$ cat src/rtl/fact_accel_rsp.sv
// Memory-mapped factorial accelerator: operand/go/status/result registers
// with an iterative one-multiply-per-cycle engine behind them.
module fact_accel_rsp #(
    parameter int DATA_W = 32,
    parameter int N_MAX  = 12
) (
    input  logic              clk,
    input  logic              rst,
    input  logic              we,
    input  logic [1:0]        a,
    input  logic [DATA_W-1:0] wd,
    output logic [DATA_W-1:0] rd
);

    localparam logic [0:0] IDLE = 1'b0;
    localparam logic [0:0] MULT = 1'b1;

    localparam logic [1:0] ADDR_N      = 2'd0;
    localparam logic [1:0] ADDR_GO     = 2'd1;
    localparam logic [1:0] ADDR_STATUS = 2'd2;
    localparam logic [1:0] ADDR_RESULT = 2'd3;

    localparam logic [3:0] N_LIMIT = 4'(N_MAX);

    logic [0:0]        state_reg;
    logic [3:0]        n_reg;
    logic [3:0]        cnt_reg;
    logic [DATA_W-1:0] acc_reg;
    logic [DATA_W-1:0] result_reg;
    logic              done_reg;
    logic              err_reg;

    logic busy;
    logic start_req;

    assign busy      = (state_reg == MULT);
    assign start_req = we && (a == ADDR_GO) && wd[0];

    always_ff @(posedge clk) begin
        if (rst) begin
            state_reg  <= IDLE;
            n_reg      <= '0;
            cnt_reg    <= '0;
            acc_reg    <= '0;
            result_reg <= '0;
            done_reg   <= 1'b0;
            err_reg    <= 1'b0;
        end else begin
            // The operand register stays writable while busy; the engine runs on cnt_reg.
            if (we && (a == ADDR_N)) begin
                n_reg <= wd[3:0];
            end

            case (state_reg)
                IDLE: begin
                    if (start_req) begin
                        if (n_reg > N_LIMIT) begin
                            err_reg    <= 1'b1;
                            done_reg   <= 1'b1;
                            result_reg <= '0;
                        end else begin
                            acc_reg   <= {{(DATA_W-1){1'b0}}, 1'b1};
                            cnt_reg   <= n_reg;
                            done_reg  <= 1'b0;
                            err_reg   <= 1'b0;
                            state_reg <= MULT;
                        end
                    end
                end
                MULT: begin
                    // cnt of 0 or 1 finishes on the first MULT cycle, giving 0! = 1! = 1.
                    if (cnt_reg <= 4'd1) begin
                        result_reg <= acc_reg;
                        done_reg   <= 1'b1;
                        state_reg  <= IDLE;
                    end else begin
                        acc_reg <= acc_reg * DATA_W'(cnt_reg);
                        cnt_reg <= cnt_reg - 4'd1;
                    end
                end
                default: state_reg <= IDLE;
            endcase
        end
    end

    always_comb begin
        rd = '0;
        case (a)
            ADDR_N:      rd = DATA_W'(n_reg);
            ADDR_GO:     rd = DATA_W'(busy);
            ADDR_STATUS: rd = DATA_W'({err_reg, done_reg});
            ADDR_RESULT: rd = result_reg;
            default:     rd = '0;
        endcase
    end

endmodule

$ cat config.mk
export PLATFORM = sky130hd
export DESIGN_NAME = fact_accel_rsp
export DESIGN_NICKNAME = d
export VERILOG_FILES = /design/src/rtl/fact_accel_rsp.sv
export SDC_FILE = /design/constraint.sdc
export NUM_CORES = 1
export LEC_CHECK = 0
export BUFFER_PORTS_ARGS = -buffer_cell sky130_fd_sc_hd__buf_2
export CAP_MARGIN = 40
export CORE_MARGIN = 2
export CORE_UTILIZATION = 56
export CTS_BUF_LIST = sky130_fd_sc_hd__clkbuf_4 sky130_fd_sc_hd__clkbuf_8
export DETAILED_ROUTE_END_ITERATION = 10
export PLACE_DENSITY = 0.85
export SLEW_MARGIN = 5
export SYNTH_ARGS = -nofsm -noshare
export SYNTH_HDL_FRONTEND = slang
export SYNTH_SLANG_ARGS = --single-unit
$ cat constraint.sdc
create_clock -name clk -period 3.4 [get_ports clk]
set_clock_uncertainty 0.15 [all_clocks]
set_input_delay 0.51 -clock clk [delete_from_list [all_inputs] [get_ports clk]]
set_output_delay 0.51 -clock clk [all_outputs]
set_load 0.005 [all_outputs]
==> results.sh, run 1 <==
export IMPL_status="finished with violations"
export IMPL_violations="design-rule violations, negative setup slack"
export IMPL_clk_latency_ps=420
export IMPL_syn_area_sq_um=7010
export IMPL_synth_distinct_cells=72
export IMPL_hold_viol_final=0
export IMPL_post_dp_hpwl_um=14700
export IMPL_mostFrequentLayoutCells="buf_4, inv_1, dfxtp_1"
export IMPL_grt_ovfl_total=0
export IMPL_dr_first_iter_drc_count=1447
export IMPL_max_slew_worst_pin_slew_ps=837
export IMPL_cp_end_kind="flop"
export IMPL_grt_pass1_vias=7912
export IMPL_crit_type="flop to flop"
export IMPL_hold_path_class="input pin to flop"
export IMPL_start_util_pct=57.9
export IMPL_gp_congestion=0.925
export IMPL_dieHeight_um=116
export IMPL_hold_buffers=0
export IMPL_fin_crit_ps=4160
export IMPL_vias_per_cell=6.86
export IMPL_vias=8371
export IMPL_clk_pin_slew_ps=100
export IMPL_rows=40
export IMPL_startpoint="cnt_reg[2]"
export IMPL_synthFlopType="dfxtp_1"
export IMPL_numClockSinks=75
export IMPL_grt_usage_pct=40.4
export IMPL_core_area_sq_um=12100
export IMPL_min_delay_start="wd[1]"
export IMPL_grt_pass1_wl_um=41400
export IMPL_synth_edf_count=0
export IMPL_ant_nets=0
export IMPL_p_leak_uw=0.00463
export IMPL_synth_avg_cell_area_sq_um=8.06
export IMPL_antenna_found_initial=0
export IMPL_hold_ws_ps=198
export IMPL_setup_slack_ps=-764
export IMPL_syn2layout_area_growth_pct=41.0
export IMPL_final_nets=1176
export IMPL_synth_nets=998
export IMPL_wl_um=31900
export IMPL_clock_path_buffers=2
export IMPL_reg2reg_from="cnt_reg[2]"
export IMPL_maxCapViolCount=0
export IMPL_period_share_pct=122
export IMPL_layout_drive_gt1_share_pct=39.9
export IMPL_wl_per_cell_um=26.1
export IMPL_crit_required_ps=3520
export IMPL_maxSlewViolCount=0
export IMPL_first_pass_iters=11
export IMPL_r2r_setup_slack_ps=-760
export IMPL_yosys_warnings=0
export IMPL_diodes=0
export IMPL_final_util_pct=81.6
export IMPL_max_freq_mhz=240
export IMPL_yosysSeqAreaShare_pct=21.4
export IMPL_ys_seq_elements=75
export IMPL_setup_viol=24
export IMPL_grt_max_degree=39
export IMPL_portBuffers=40
export IMPL_cts_made_buffers=9
export IMPL_cp_max_fo=14
export IMPL_clock_root_buffer="clkbuf_8"
export IMPL_rsz0062_at_grt="yes"
export IMPL_io_pins=69
export IMPL_vdd_ir_drop_max_mv=0.152
export IMPL_h_tree_depth=3
export IMPL_power_density_nw_per_um2=184
export IMPL_critical_path_arrival_ps=4290
export IMPL_dieArea_sq_um=13400
export IMPL_final_common_cell="buf_4"
export IMPL_synth_async_reset_ratio_pct=0
export IMPL_die_w_um=116
export IMPL_drc=2
export IMPL_cts_tree="yes"
export IMPL_slew_headroom_pct=44.1
export IMPL_netlist_instances=870
export IMPL_start_kind="flop"
[where the power goes]
part	switching, uW	internal (uW)
logic	49.3	17.6
clock network	442	431
registers	3.85	879
[cells in the mapped netlist, types with 3 or more instances]
cell type,count,area (sq um)
inv_1,117,439
and2_1,90,563
nand2_1,86,323
dfxtp_1,75,1500
nor2_1,68,255
fa_1,57,1140
a21oi_1,35,175
clkbuf_1,35,131
ha_1,34,425
a22oi_1,33,248
and3_1,33,206
o21ai_0,24,120
a21o_1,13,97.6
xnor2_1,13,114
xor2_1,12,105
nand3_1,11,55.1
nand4_1,11,68.8
nor3_1,9,45.0
a21oi_2,7,61.3
a22o_1,6,52.6
nor2b_1,6,37.5
buf_2,5,25.0
mux2i_1,5,50.1
o21ai_1,5,25.0
buf_6,4,45.0
nand2b_1,4,25.0
or3_1,4,25.0
a211oi_1,3,22.5
a31oi_1,3,18.8
buf_4,3,22.5
clkbuf_8,3,41.3
nor3b_1,3,22.5
o31ai_1,3,22.5
[metrics by stage]
| stage | cell area [sq um] | std cells | TNS [ps] | total power [uW] | setup slack (ps) |
|---|---|---|---|---|---|
| 5_1_grt | 9890 | 1221 | -12030 | 1820 | -840 |
| 3_5_place_dp | 8480 | 1161 | -6550 | 967 | -465 |
| 6_report | 9890 | 1221 | -10220 | 1820 | -764 |
| 4_1_cts | 9420 | 1198 | -3690 | 1790 | -307 |
| 3_3_place_gp | 8480 | 1161 | -5300 | 965 | -392 |
| 2_1_floorplan | 7340 | 870 | -1030 | 944 | -172 |
[final timing paths]
path / cells past startpoint / end
setup / recovery: 16 / acc_reg[26]
hold reg to reg: 2 / err_reg
hold / removal: 3 / n_reg[1]
setup reg to reg: 16 / acc_reg[26]
[layer usage]
metal / track usage, % / vias up / wire length, um
met1: 48.0 / 3832 / 10500
met3: 8.32 / 361 / 4340
li1: - / 3211 / -
met2: 65.4 / 967 / 13900
met4: 28.3 / 0 / 3220
met5: 0 / - / 0
[cell type report]
cell class              instances  area [sq um]
fillers                       568          2220
clock inverters                 6          95.1
flip-flops and latches         75          1510
repair buffers                218          1660
clock buffers                  10           131
well taps                     168           210
inverters                     117           439
multi-input cells             627          5840
[kinds of logic after synthesis]
family,synth area share [%]
muxes,1.20
adders and majority gates,22.3
xor gates and xnor gates,3.12
and+or+nand+nor,24.6
buffers and inverters,10.1
DFF,21.4
AOI/OAI and AO/OA,17.3
[what timing repair did]
action,in CTS,in global routing
pin swaps,73,77
buffers inserted,21,25
gates resized for setup,138,76
setup endpoints to repair,23,25
endpoints found under the hold margin,0,0
[worst max-delay path, stage by stage (launching register included)]
cell      delay [ps]
dfxtp_4          370
buf_6            160
and2_4           150
fa_1             580
inv_2            100
fa_1             390
inv_1            160
ha_4             260
a21oi_4          330
buf_4            180
buf_4            100
o21ai_2           60
a21oi_2          160
o221ai_4         160
a221oi_4         360
xor2_1           240
o21ai_1          100
Note: power is estimated with default switching activity, not from simulation.
==> run 2, diff against run 1 <==
--- a/config.mk
+++ b/config.mk
@@ -8,10 +8,10 @@
 export BUFFER_PORTS_ARGS = -buffer_cell sky130_fd_sc_hd__buf_2
 export CAP_MARGIN = 40
 export CORE_MARGIN = 2
-export CORE_UTILIZATION = 56
+export CORE_UTILIZATION = 59
 export CTS_BUF_LIST = sky130_fd_sc_hd__clkbuf_4 sky130_fd_sc_hd__clkbuf_8
 export DETAILED_ROUTE_END_ITERATION = 10
-export PLACE_DENSITY = 0.85
+export PLACE_DENSITY = 0.86
 export SLEW_MARGIN = 5
 export SYNTH_ARGS = -nofsm -noshare
 export SYNTH_HDL_FRONTEND = slang
==> constraint.sdc (replaced) <==
create_clock -name clk -period 5.4 [get_ports clk]
set_clock_uncertainty 0.15 [all_clocks]
set_input_delay 0.81 -clock clk [delete_from_list [all_inputs] [get_ports clk]]
set_output_delay 0.81 -clock clk [all_outputs]
set_load 0.005 [all_outputs]
==> run 2 against run 1 <==
Power down 44%. Sequential share of layout area increased by 5.0 points. Flip-flop and latch count unchanged. The run ends with design-rule violations left. Cell count is 16% lower. Die area fell by 4.9%. Final area decreased by 25%. Routed wire length fell by 48%. Largest power group unchanged. Combinational power shrank 47%. Critical path depth shrank 2. Sequential power down 37%.
==> results.sh, run 2 (synthesis gave the netlist of run 1 again) <==
export IMPL_cp_max_fo=21
export IMPL_clock_path_buffers=2
export IMPL_diodes=0
export IMPL_p_seq_share_pct=54.6
export IMPL_start_kind="flop"
export IMPL_rsz0062_at_grt="no"
export IMPL_syn2layout_area_growth_pct=5.64
export IMPL_register_area_sq_um=1500
export IMPL_combPwrFrac_pct=3.5
export IMPL_critical_path_max_stage_delay_ps=860
export IMPL_clockPowerShare_pct=41.9
export IMPL_hold_path_class="flop to flop"
export IMPL_dr_first_iter_drc_count=639
export IMPL_critical_path_cell_chain="buf_4, and2_1, fa_1, inv_1, fa_1, inv_1, ha_1, a21oi_1, o221ai_1, a21oi_2, a21o_1, a21oi_1, or3_1, a32o_1"
export IMPL_cp_end_kind="flop"
export IMPL_n_fill_cell=966
export IMPL_grt_max_degree=56
export IMPL_multi_input_area_sq_um=4800
export IMPL_dieArea_sq_um=12800
export IMPL_first_pass_iters=8
export IMPL_antenna_found_initial=0
export IMPL_max_freq_mhz=227
export IMPL_min_delay_start="acc_reg[31]"
export IMPL_switching_power_uw=284
export IMPL_final_nets=1010
export IMPL_p_sw_share_pct=27.8
export IMPL_period_share_pct=81.6
export IMPL_maxSlewViolCount=0
export IMPL_io_pins=69
export IMPL_path_buf_inv=3
export IMPL_crit_family="compound AO/OA/AOI/OAI gates"
export IMPL_reg2reg_from="cnt_reg[1]"
export IMPL_start_util_pct=60.9
export IMPL_portBuffers=40
export IMPL_hold_buffers=0
export IMPL_wl_per_cell_um=16.2
export IMPL_cts_made_buffers=9
export IMPL_rows=39
export IMPL_h_tree_depth=3
export IMPL_clock_root_buffer="clkbuf_8"
export IMPL_vdd_ir_drop_max_mv=0.0829
export IMPL_clk_pin_slew_ps=100
export IMPL_final_area_sq_um=7410
export IMPL_clk_latency_ps=380
export IMPL_crit_required_ps=5520
export IMPL_placedInstanceArea_sq_um=7230
export IMPL_vias=6032
export IMPL_regToRegEndpoint="acc_reg[21]"
export IMPL_mostFrequentLayoutCells="inv_1, and2_1, nand2_1"
export IMPL_rr_worst_depth=14
export IMPL_slew_headroom_pct=46.1
export IMPL_min_to="acc_reg[31]"
export IMPL_crit_type="flop to flop"
export IMPL_gp_congestion=0.991
export IMPL_fin_setup_tns_ps=0
export IMPL_intPower_uw=738
export IMPL_hold_depth=2
export IMPL_cts_tree="yes"
export IMPL_grt_usage_pct=27.4
export IMPL_drc=5
export IMPL_cts_resized=0
export IMPL_core_area_sq_um=11500
export IMPL_p_leak_uw=0.00353
export IMPL_die_w_um=113
export IMPL_vias_per_cell=5.86
export IMPL_maxCapViolCount=0
export IMPL_grt_ovfl_total=0
export IMPL_critical_path_arrival_ps=4530
export IMPL_status="finished with violations"
export IMPL_dieHeight_um=113
export IMPL_grt_pass1_wl_um=28600
export IMPL_numClockSinks=75
export IMPL_final_common_cell="inv_1"
export IMPL_power_density_nw_per_um2=138
export IMPL_fin_crit_ps=4410
export IMPL_max_slew_worst_pin_slew_ps=807
export IMPL_r2r_setup_slack_ps=990
export IMPL_cts_post_setup_buffers_inserted=0
export IMPL_wl_um=16700
export IMPL_ant_nets=0
export IMPL_slowest_stage="dfxtp_1"
export IMPL_violations="design-rule violations"
export IMPL_layout_drive_gt1_share_pct=10.7
export IMPL_grt_pass1_vias=5825
export IMPL_setup_viol=0
export IMPL_post_dp_hpwl_um=12100
export IMPL_hold_viol_final=0
run 2: cell types whose count changed in the layout (fill, tap and decap cells not counted), moves of 9 or more:
cell     previous run  this run
a21oi_1            18        35
a21oi_4            14         1
and2_1             68        90
and2_4             22         0
buf_4             153        10
buf_6              21         0
ha_1                9        34
ha_4               24         0
inv_1              87       117
inv_2              30         0
nand2_1            70        86
nand2_4             9         0
o21ai_0             9        24
o21ai_1            15         5
run 2: per-layer routing:
layer	track usage (%)	wire length, um
met1	39.1	7700
met2	43.2	7750
met3	2.62	892
met4	10.4	312
met5	0	0
run 2: final cells by class:
| class | instances | share of cell area (%) |
|---|---|---|
| Inverter | 117 | 5.93 |
| Timing Repair Buffer | 52 | 4.12 |
| Clock buffer | 9 | 1.67 |
| Sequential cell | 75 | 20.3 |
| Tap cell | 143 | 2.42 |
| Clock inverter | 7 | 0.760 |
| Multi-Input combinational cell | 627 | 64.8 |
run 2: power groups by stage:
| stage | Clock (uW) | Sequential [uW] | Combinational, uW |
|---|---|---|---|
| floorplan | 0 | 569 | 24.9 |
| global placement | 0 | 571 | 34.2 |
| detailed placement | 0 | 571 | 34.9 |
| CTS | 428 | 558 | 34.9 |
| global route | 454 | 558 | 39.2 |
| finish | 428 | 558 | 35.6 |
run 2: worst min-delay path, delay by kind of cell (launching register included):
family	cells	cell delay, ps
simple gates	1	60
compound gates	1	50
flops	1	340
run 2: worst max-delay path by stage:
| stage | cells past startpoint | start | slack [ps] | end |
|---|---|---|---|---|
| 2_1_floorplan | 14 | cnt_reg[2] | 1630 | acc_reg[28] |
| 3_3_place_gp | 14 | cnt_reg[1] | 1140 | acc_reg[31] |
| 3_5_place_dp | 14 | cnt_reg[1] | 1140 | acc_reg[21] |
| 4_1_cts | 14 | cnt_reg[1] | 1090 | acc_reg[21] |
| 5_1_grt | 14 | cnt_reg[1] | 820 | acc_reg[21] |
| 6_report | 14 | cnt_reg[1] | 990 | acc_reg[21] |
run 2: stage by stage:
step                      util (%)  worst slack (ps)  hold slack, ps  instances  total power [uW]
after floorplan                  -              1630             288        870               594
after global placement        62.5              1140             308       1012               605
after detailed placement      62.7              1140             318       1014               606
after CTS                     64.3              1090             331       1030              1020
after global routing          64.3               820             363       1030              1050
final                         64.3               994             327       1030              1020
